### src/rtl/uart_tx_arb_pkg.sv
// Shared types and widths for the UART transmit arbiter and its mailboxes.
package uart_tx_arb_pkg;
  localparam int MSG_W  = 16;
  localparam int DROP_W = 8;

  typedef enum logic [1:0] {IDLE, ISSUE, WAIT_RISE, DONE} arb_state_e;

  // Adds a wrap at n; both operands are below n, so one subtraction suffices.
  function automatic logic [2:0] wrap_idx(input logic [3:0] idx, input int unsigned n);
    logic [3:0] w;
    w = (idx >= 4'(n)) ? idx - 4'(n) : idx;
    return w[2:0];
  endfunction
endpackage

### src/rtl/uart_tx_mailbox.sv
// One-message holding slot per source: captures an offer when empty, refuses it when full.
module uart_tx_mailbox
  import uart_tx_arb_pkg::*;
(
  input  logic             clk,
  input  logic             rst,
  input  logic             valid_i,
  input  logic             two_i,
  input  logic [MSG_W-1:0] data_i,
  input  logic             clear_i,
  output logic             pending_o,
  output logic             accept_o,
  output logic             refuse_o,
  output logic             two_o,
  output logic [MSG_W-1:0] data_o
);
  logic             pending_q, accept_q, two_q;
  logic [MSG_W-1:0] data_q;
  logic             capture;

  // An offer landing on the same edge that frees the slot is still refused.
  assign capture  = valid_i & ~pending_q;
  assign refuse_o = valid_i &  pending_q;

  always_ff @(posedge clk or posedge rst) begin
    if (rst) begin
      pending_q <= 1'b0;
      accept_q  <= 1'b0;
      two_q     <= 1'b0;
      data_q    <= '0;
    end else begin
      accept_q <= capture;
      if (capture) begin
        pending_q <= 1'b1;
        data_q    <= data_i;
        two_q     <= two_i;
      end else if (clear_i) begin
        pending_q <= 1'b0;
      end
    end
  end

  assign pending_o = pending_q;
  assign accept_o  = accept_q;
  assign two_o     = two_q;
  assign data_o    = data_q;
endmodule

### src/rtl/uart_tx_arbiter.sv
// Round-robin arbiter feeding one- or two-byte messages from NUM_SRC mailboxes into a uart_tx,
// with a busy-rise timeout so a silent transmitter cannot stall the arbiter.
module uart_tx_arbiter
  import uart_tx_arb_pkg::*;
#(
  parameter int NUM_SRC      = 4,
  parameter int BUSY_TIMEOUT = 8
) (
  input  logic                     clk,
  input  logic                     rst,
  input  logic [NUM_SRC-1:0]       src_valid,
  input  logic [NUM_SRC*MSG_W-1:0] src_data,
  input  logic [NUM_SRC-1:0]       src_two,
  output logic [NUM_SRC-1:0]       src_accept,
  output logic [NUM_SRC-1:0]       src_pending,
  output logic [7:0]               tx_data,
  output logic                     tx_valid,
  input  logic                     tx_busy,
  output logic [DROP_W-1:0]        drop_count,
  output logic [2:0]               active_src,
  output logic                     arb_busy
);
  localparam int IDX_W = (NUM_SRC > 1) ? $clog2(NUM_SRC) : 1;
  localparam int CNT_W = (BUSY_TIMEOUT > 1) ? $clog2(BUSY_TIMEOUT) : 1;

  logic [NUM_SRC-1:0][MSG_W-1:0] mb_data;
  logic [NUM_SRC-1:0]            mb_two, mb_refuse, mb_clear;

  for (genvar g = 0; g < NUM_SRC; g++) begin : g_mb
    uart_tx_mailbox u_mb (
      .clk       (clk),
      .rst       (rst),
      .valid_i   (src_valid[g]),
      .two_i     (src_two[g]),
      .data_i    (src_data[g*MSG_W +: MSG_W]),
      .clear_i   (mb_clear[g]),
      .pending_o (src_pending[g]),
      .accept_o  (src_accept[g]),
      .refuse_o  (mb_refuse[g]),
      .two_o     (mb_two[g]),
      .data_o    (mb_data[g])
    );
  end

  arb_state_e        state_q, state_d;
  logic [2:0]        active_q, active_d, rr_q, rr_d;
  logic              byte_q, byte_d;
  logic [CNT_W-1:0]  cnt_q, cnt_d;
  logic              txv_q, txv_d;
  logic [7:0]        txd_q, txd_d;
  logic [DROP_W-1:0] drop_q, drop_d;

  logic [DROP_W:0]   drop_sum;
  logic              found;
  logic [2:0]        pick, cand;
  logic [MSG_W-1:0]  cur_msg;
  logic              cur_two;
  logic [7:0]        cur_byte;

  always_comb begin
    drop_sum = {1'b0, drop_q};
    for (int i = 0; i < NUM_SRC; i++) drop_sum = drop_sum + (DROP_W+1)'(mb_refuse[i]);
    drop_d = drop_sum[DROP_W] ? '1 : drop_sum[DROP_W-1:0];
  end

  // First pending mailbox at or after rr_q, wrapping.
  always_comb begin
    found = 1'b0;
    pick  = '0;
    cand  = '0;
    for (int k = 0; k < NUM_SRC; k++) begin
      cand = wrap_idx({1'b0, rr_q} + 4'(k), NUM_SRC);
      if (!found && src_pending[cand[IDX_W-1:0]]) begin
        found = 1'b1;
        pick  = cand;
      end
    end
  end

  always_comb begin
    for (int i = 0; i < NUM_SRC; i++) mb_clear[i] = (state_q == DONE) && (active_q == 3'(i));
  end

  assign cur_msg  = mb_data[active_q[IDX_W-1:0]];
  assign cur_two  = mb_two[active_q[IDX_W-1:0]];
  assign cur_byte = byte_q ? cur_msg[7:0] : cur_msg[MSG_W-1:8];

  always_comb begin
    state_d  = state_q;
    active_d = active_q;
    byte_d   = byte_q;
    cnt_d    = cnt_q;
    rr_d     = rr_q;
    txv_d    = 1'b0;
    txd_d    = txd_q;
    unique case (state_q)
      IDLE: if (found) begin
        active_d = pick;
        byte_d   = 1'b0;
        state_d  = ISSUE;
      end
      ISSUE: if (!tx_busy) begin
        txv_d   = 1'b1;
        txd_d   = cur_byte;
        cnt_d   = '0;
        state_d = WAIT_RISE;
      end
      WAIT_RISE: begin
        if (tx_busy || cnt_q == CNT_W'(BUSY_TIMEOUT-1)) begin
          if (cur_two && !byte_q) begin
            byte_d  = 1'b1;
            state_d = ISSUE;
          end else begin
            state_d = DONE;
          end
        end else begin
          cnt_d = cnt_q + 1'b1;
        end
      end
      DONE: begin
        rr_d    = wrap_idx({1'b0, active_q} + 4'd1, NUM_SRC);
        state_d = IDLE;
      end
      default: state_d = IDLE;
    endcase
  end

  always_ff @(posedge clk or posedge rst) begin
    if (rst) begin
      state_q  <= IDLE;
      active_q <= '0;
      byte_q   <= 1'b0;
      cnt_q    <= '0;
      rr_q     <= '0;
      txv_q    <= 1'b0;
      txd_q    <= '0;
      drop_q   <= '0;
    end else begin
      state_q  <= state_d;
      active_q <= active_d;
      byte_q   <= byte_d;
      cnt_q    <= cnt_d;
      rr_q     <= rr_d;
      txv_q    <= txv_d;
      txd_q    <= txd_d;
      drop_q   <= drop_d;
    end
  end

  assign tx_valid   = txv_q;
  assign tx_data    = txd_q;
  assign drop_count = drop_q;
  assign active_src = active_q;
  assign arb_busy   = (state_q != IDLE);
endmodule

### config.mk
export PLATFORM = sky130hd
export DESIGN_NAME = uart_tx_arbiter
export DESIGN_NICKNAME = d
export VERILOG_FILES = /design/src/rtl/uart_tx_arb_pkg.sv /design/src/rtl/uart_tx_mailbox.sv /design/src/rtl/uart_tx_arbiter.sv
export SDC_FILE = /design/constraint.sdc
export NUM_CORES = 1
export LEC_CHECK = 0
export BUFFER_PORTS_ARGS = -buffer_cell sky130_fd_sc_hd__clkbuf_2
export CAP_MARGIN = 5
export CORE_ASPECT_RATIO = 2
export CORE_UTILIZATION = 49
export DETAILED_ROUTE_END_ITERATION = 7
export PLACE_DENSITY = 0.69
export SYNTH_ARGS = -nofsm -noshare
export SYNTH_HDL_FRONTEND = slang
export SYNTH_HIERARCHICAL = 1
export SYNTH_SLANG_ARGS = --single-unit
### constraint.sdc
create_clock -name clk -period 2.75 [get_ports clk]
set_input_delay 0 -clock clk [delete_from_list [all_inputs] [get_ports clk]]
set_output_delay 0 -clock clk [all_outputs]
set_load 0.1 [all_outputs]
==> flow_summary.json <==
{
  "run_status": "finished, final reports clean",
  "portBuffers": 103,
  "cts-buffers-inserted": 9,
  "cpMostUsedCell": "fa_1",
  "fmax_ghz": 0.386,
  "grt_max_degree": 25,
  "wirelength_mm": 13.3,
  "start_util_pct": 50.1,
  "rr_worst_depth": 10,
  "setup_viol_count_final": 0,
  "viasPerCell": 5.37,
  "maxCapViolCount": 0,
  "grt_pass1_wl_mm": 20.7,
  "cp.required_ns": 2.98,
  "grt_use_total_pct": 26.0,
  "cts_tree": "built",
  "cts_setup_buffers": 0,
  "drtIter0Drc": 145,
  "slew_headroom_pct": 34.7,
  "critical_path_class": "reg -> reg",
  "final_core_util_pct": 65.7,
  "wl_per_cell_um": 19.1,
  "cts_sinks": 105,
  "power.density_nw_per_um2": 1230,
  "remaining_drc_errors": 0,
  "synthToLayoutAreaGrowth_pct": 31.2,
  "worst_pin_slew_ns": 0.975,
  "fin_skew_ns": 0.00764,
  "hold_slack_ns": 0.404,
  "rsz0062_at_grt": "no",
  "final_cell_mix": "clkbuf_2 (103), dfrtp_1 (102), dlygate4sd3_1 (74), mux2_4 (36), mux2_2 (33)",
  "ys_async_sr_fraction_pct": 100,
  "synth_flop_cell": "dfrtp_1",
  "io_pins": 104,
  "place_inst": 607,
  "die_h_um": 148,
  "final_cell_count_no_fill": 697,
  "crit_chain": "and2_2 > fa_1 > inv_1 > fa_1 > inv_1 > fa_1 > and3_4 > nand3_1 > nor3_1 > a21oi_1",
  "yosys-top-cells-area": "dfrtp_1 (50%), mux2_4 (10%), mux4_2 (9.0%)",
  "setup_tns_ns": 0,
  "ant_nets": 0,
  "ys_seq_area_share_pct": 50.0,
  "yosysTopAreaCellShare_pct": 50.0,
  "gr-total-overflow": 0,
  "ir_worst_vdd_mv": 1.08,
  "vias": 3742,
  "core_um2": 10500,
  "dr.pass1.iters": 4,
  "clkTransAtPathRegs_ns": 0.07,
  "drv_slew": 0,
  "setup.worst_path.start_class": "flip-flop",
  "synthCells": 375,
  "timing.final.crit_share_pct": 94.3,
  "drive_above_1_share_pct": 42.7,
  "end_kind": "flip-flop",
  "yosysTopAreaCell": "dfrtp_1",
  "fin_crit_ns": 2.59,
  "htreeDepth": 3,
  "synth_nets": 463,
  "synth_cell_types": 48,
  "grt_pass1_vias": 4060,
  "antenna_found_initial": 0,
  "clock_path_buffers": 2,
  "nets": 643,
  "synth_warnings": 6,
  "synth-seq-cells": 105,
  "root_buffer": "clkbuf_16",
  "worstPathMaxFanout": 11,
  "die_area_um2": 11200,
  "final_common_cell": "clkbuf_2",
  "synth-edff-count": 0,
  "die_x_um": 75.2,
  "clk-insertion-delay-late_ns": 0.35,
  "p_leak_nw": 3.23,
  "gp_congestion": 0.806,
  "place_hpwl_mm": 9.10,
  "hold_viol": 0,
  "netlist_area_um2": 5250,
  "antenna_cells": 0,
  "fp-row-count": 53,
  "slowest_stage": "fa_1",
  "critPathArrivalTime_ns": 2.82,
  "dp_slack_ns": 0.114,
  "min_path_type": "in -> async",
  "cpPeakStageDelay_ns": 0.50,
  "layout_setup_ws_ns": 0.157,
  "synth.avg_cell_area_um2": 14.0
}
[per-stage QoR]
step | total power [mW] | cell area (µm²)
after CTS | 8.54 | 6880
after global placement | 7.05 | 5850
after floorplan | 6.28 | 5250
after detailed placement | 7.20 | 5850
after global routing | 8.93 | 6890
final | 8.50 | 6890
[synthesized netlist by cell type, drive strengths merged, types with 2 or more instances]
master,instances
clkbuf,4
mux2,69
nand2,17
nor3,4
a21boi,2
o21ai,10
and2,4
mux2i,10
a21oi,18
nor2b,5
nor2,19
ha,10
and3,6
inv,21
nor3b,4
xnor2,3
fa,3
dfrtp,105
a31oi,2
a22o,2
nand3,2
mux4,21
nand2b,4
buf,14
[flip-flops by register name, indices dropped and copies added (netlist names)]
name                 flops
tx_data                  8
g_mb.u_mb/accept_o       4
drop_count               8
rr_q                     3
state_q                  2
g_mb.u_mb/pending_o      4
cnt_q                    3
g_mb.u_mb/data_o        64
active_src               3
tx_valid                 1
g_mb.u_mb/two_o          4
byte_q                   1
[cell type report]
type                    count  area, µm²
multi-input cells         230       2370
inverters                  22       82.6
fillers                   827       3590
well taps                 137        171
flip-flops and latches    105       2630
clock buffers              10        239
clock inverters             6       50.0
repair buffers            187       1340
[where the power goes]
part           switching (mW)  internal, mW  leakage (nW)
Sequential              0.531          2.27          1.27
Clock                   0.591         0.651         0.136
Combinational            2.65          1.81          1.82
Total                    3.77          4.73          3.23
[final timing paths]
kind | from | slack (ns) | endpoint
setup / recovery | g_mb[0].u_mb/pending_o | 0.16 | drop_count[6]
hold / removal | rst | 0.40 | drop_count[1]
setup reg to reg | g_mb[0].u_mb/pending_o | 0.16 | drop_count[6]
hold reg to reg | rr_q[2] | 0.49 | rr_q[2]
max in group asynchronous | rst | 1.68 | g_mb[0].u_mb/pending_o
min in group clk | src_data[29] | 0.42 | g_mb[1].u_mb/data_o[13]
[timing repair]
action	CTS	global route
hold buffers	74	0
resized for setup	0	1
endpoints found under the hold margin	168	0
setup endpoints to repair	0	1
[critical path: cells and delay by family, from the launching register on]
family | cells | cell delay, ns
buffers and inverters | 2 | 0.14
DFF | 1 | 0.48
adders and majority gates | 3 | 1.11
and+or+nand+nor | 4 | 0.68
AOI/OAI and AO/OA | 1 | 0.07
[metal layers]
| metal | up-vias | GRT usage (%) | share of wire, % |
|---|---|---|---|
| met5 | - | 0 | 0 |
| met4 | 0 | 11.9 | 4.0 |
| met1 | 1899 | 27.8 | 36 |
| li1 | 1695 | - | - |
| met2 | 118 | 47.6 | 56 |
| met3 | 30 | 4.54 | 3.2 |
[cell families after synthesis]
kind of cell,after synthesis,share of synthesized area [%]
AO/OA/AOI/OAI,43,5.17
XOR/XNOR,4,0.667
adder cells (fa/ha/maj),13,3.53
buffers and inverters,40,4.93
flip-flops,105,50.0
multiplexers,100,28.3
AND/OR/NAND/NOR,70,7.36
Note: power is estimated with default switching activity, not from simulation.
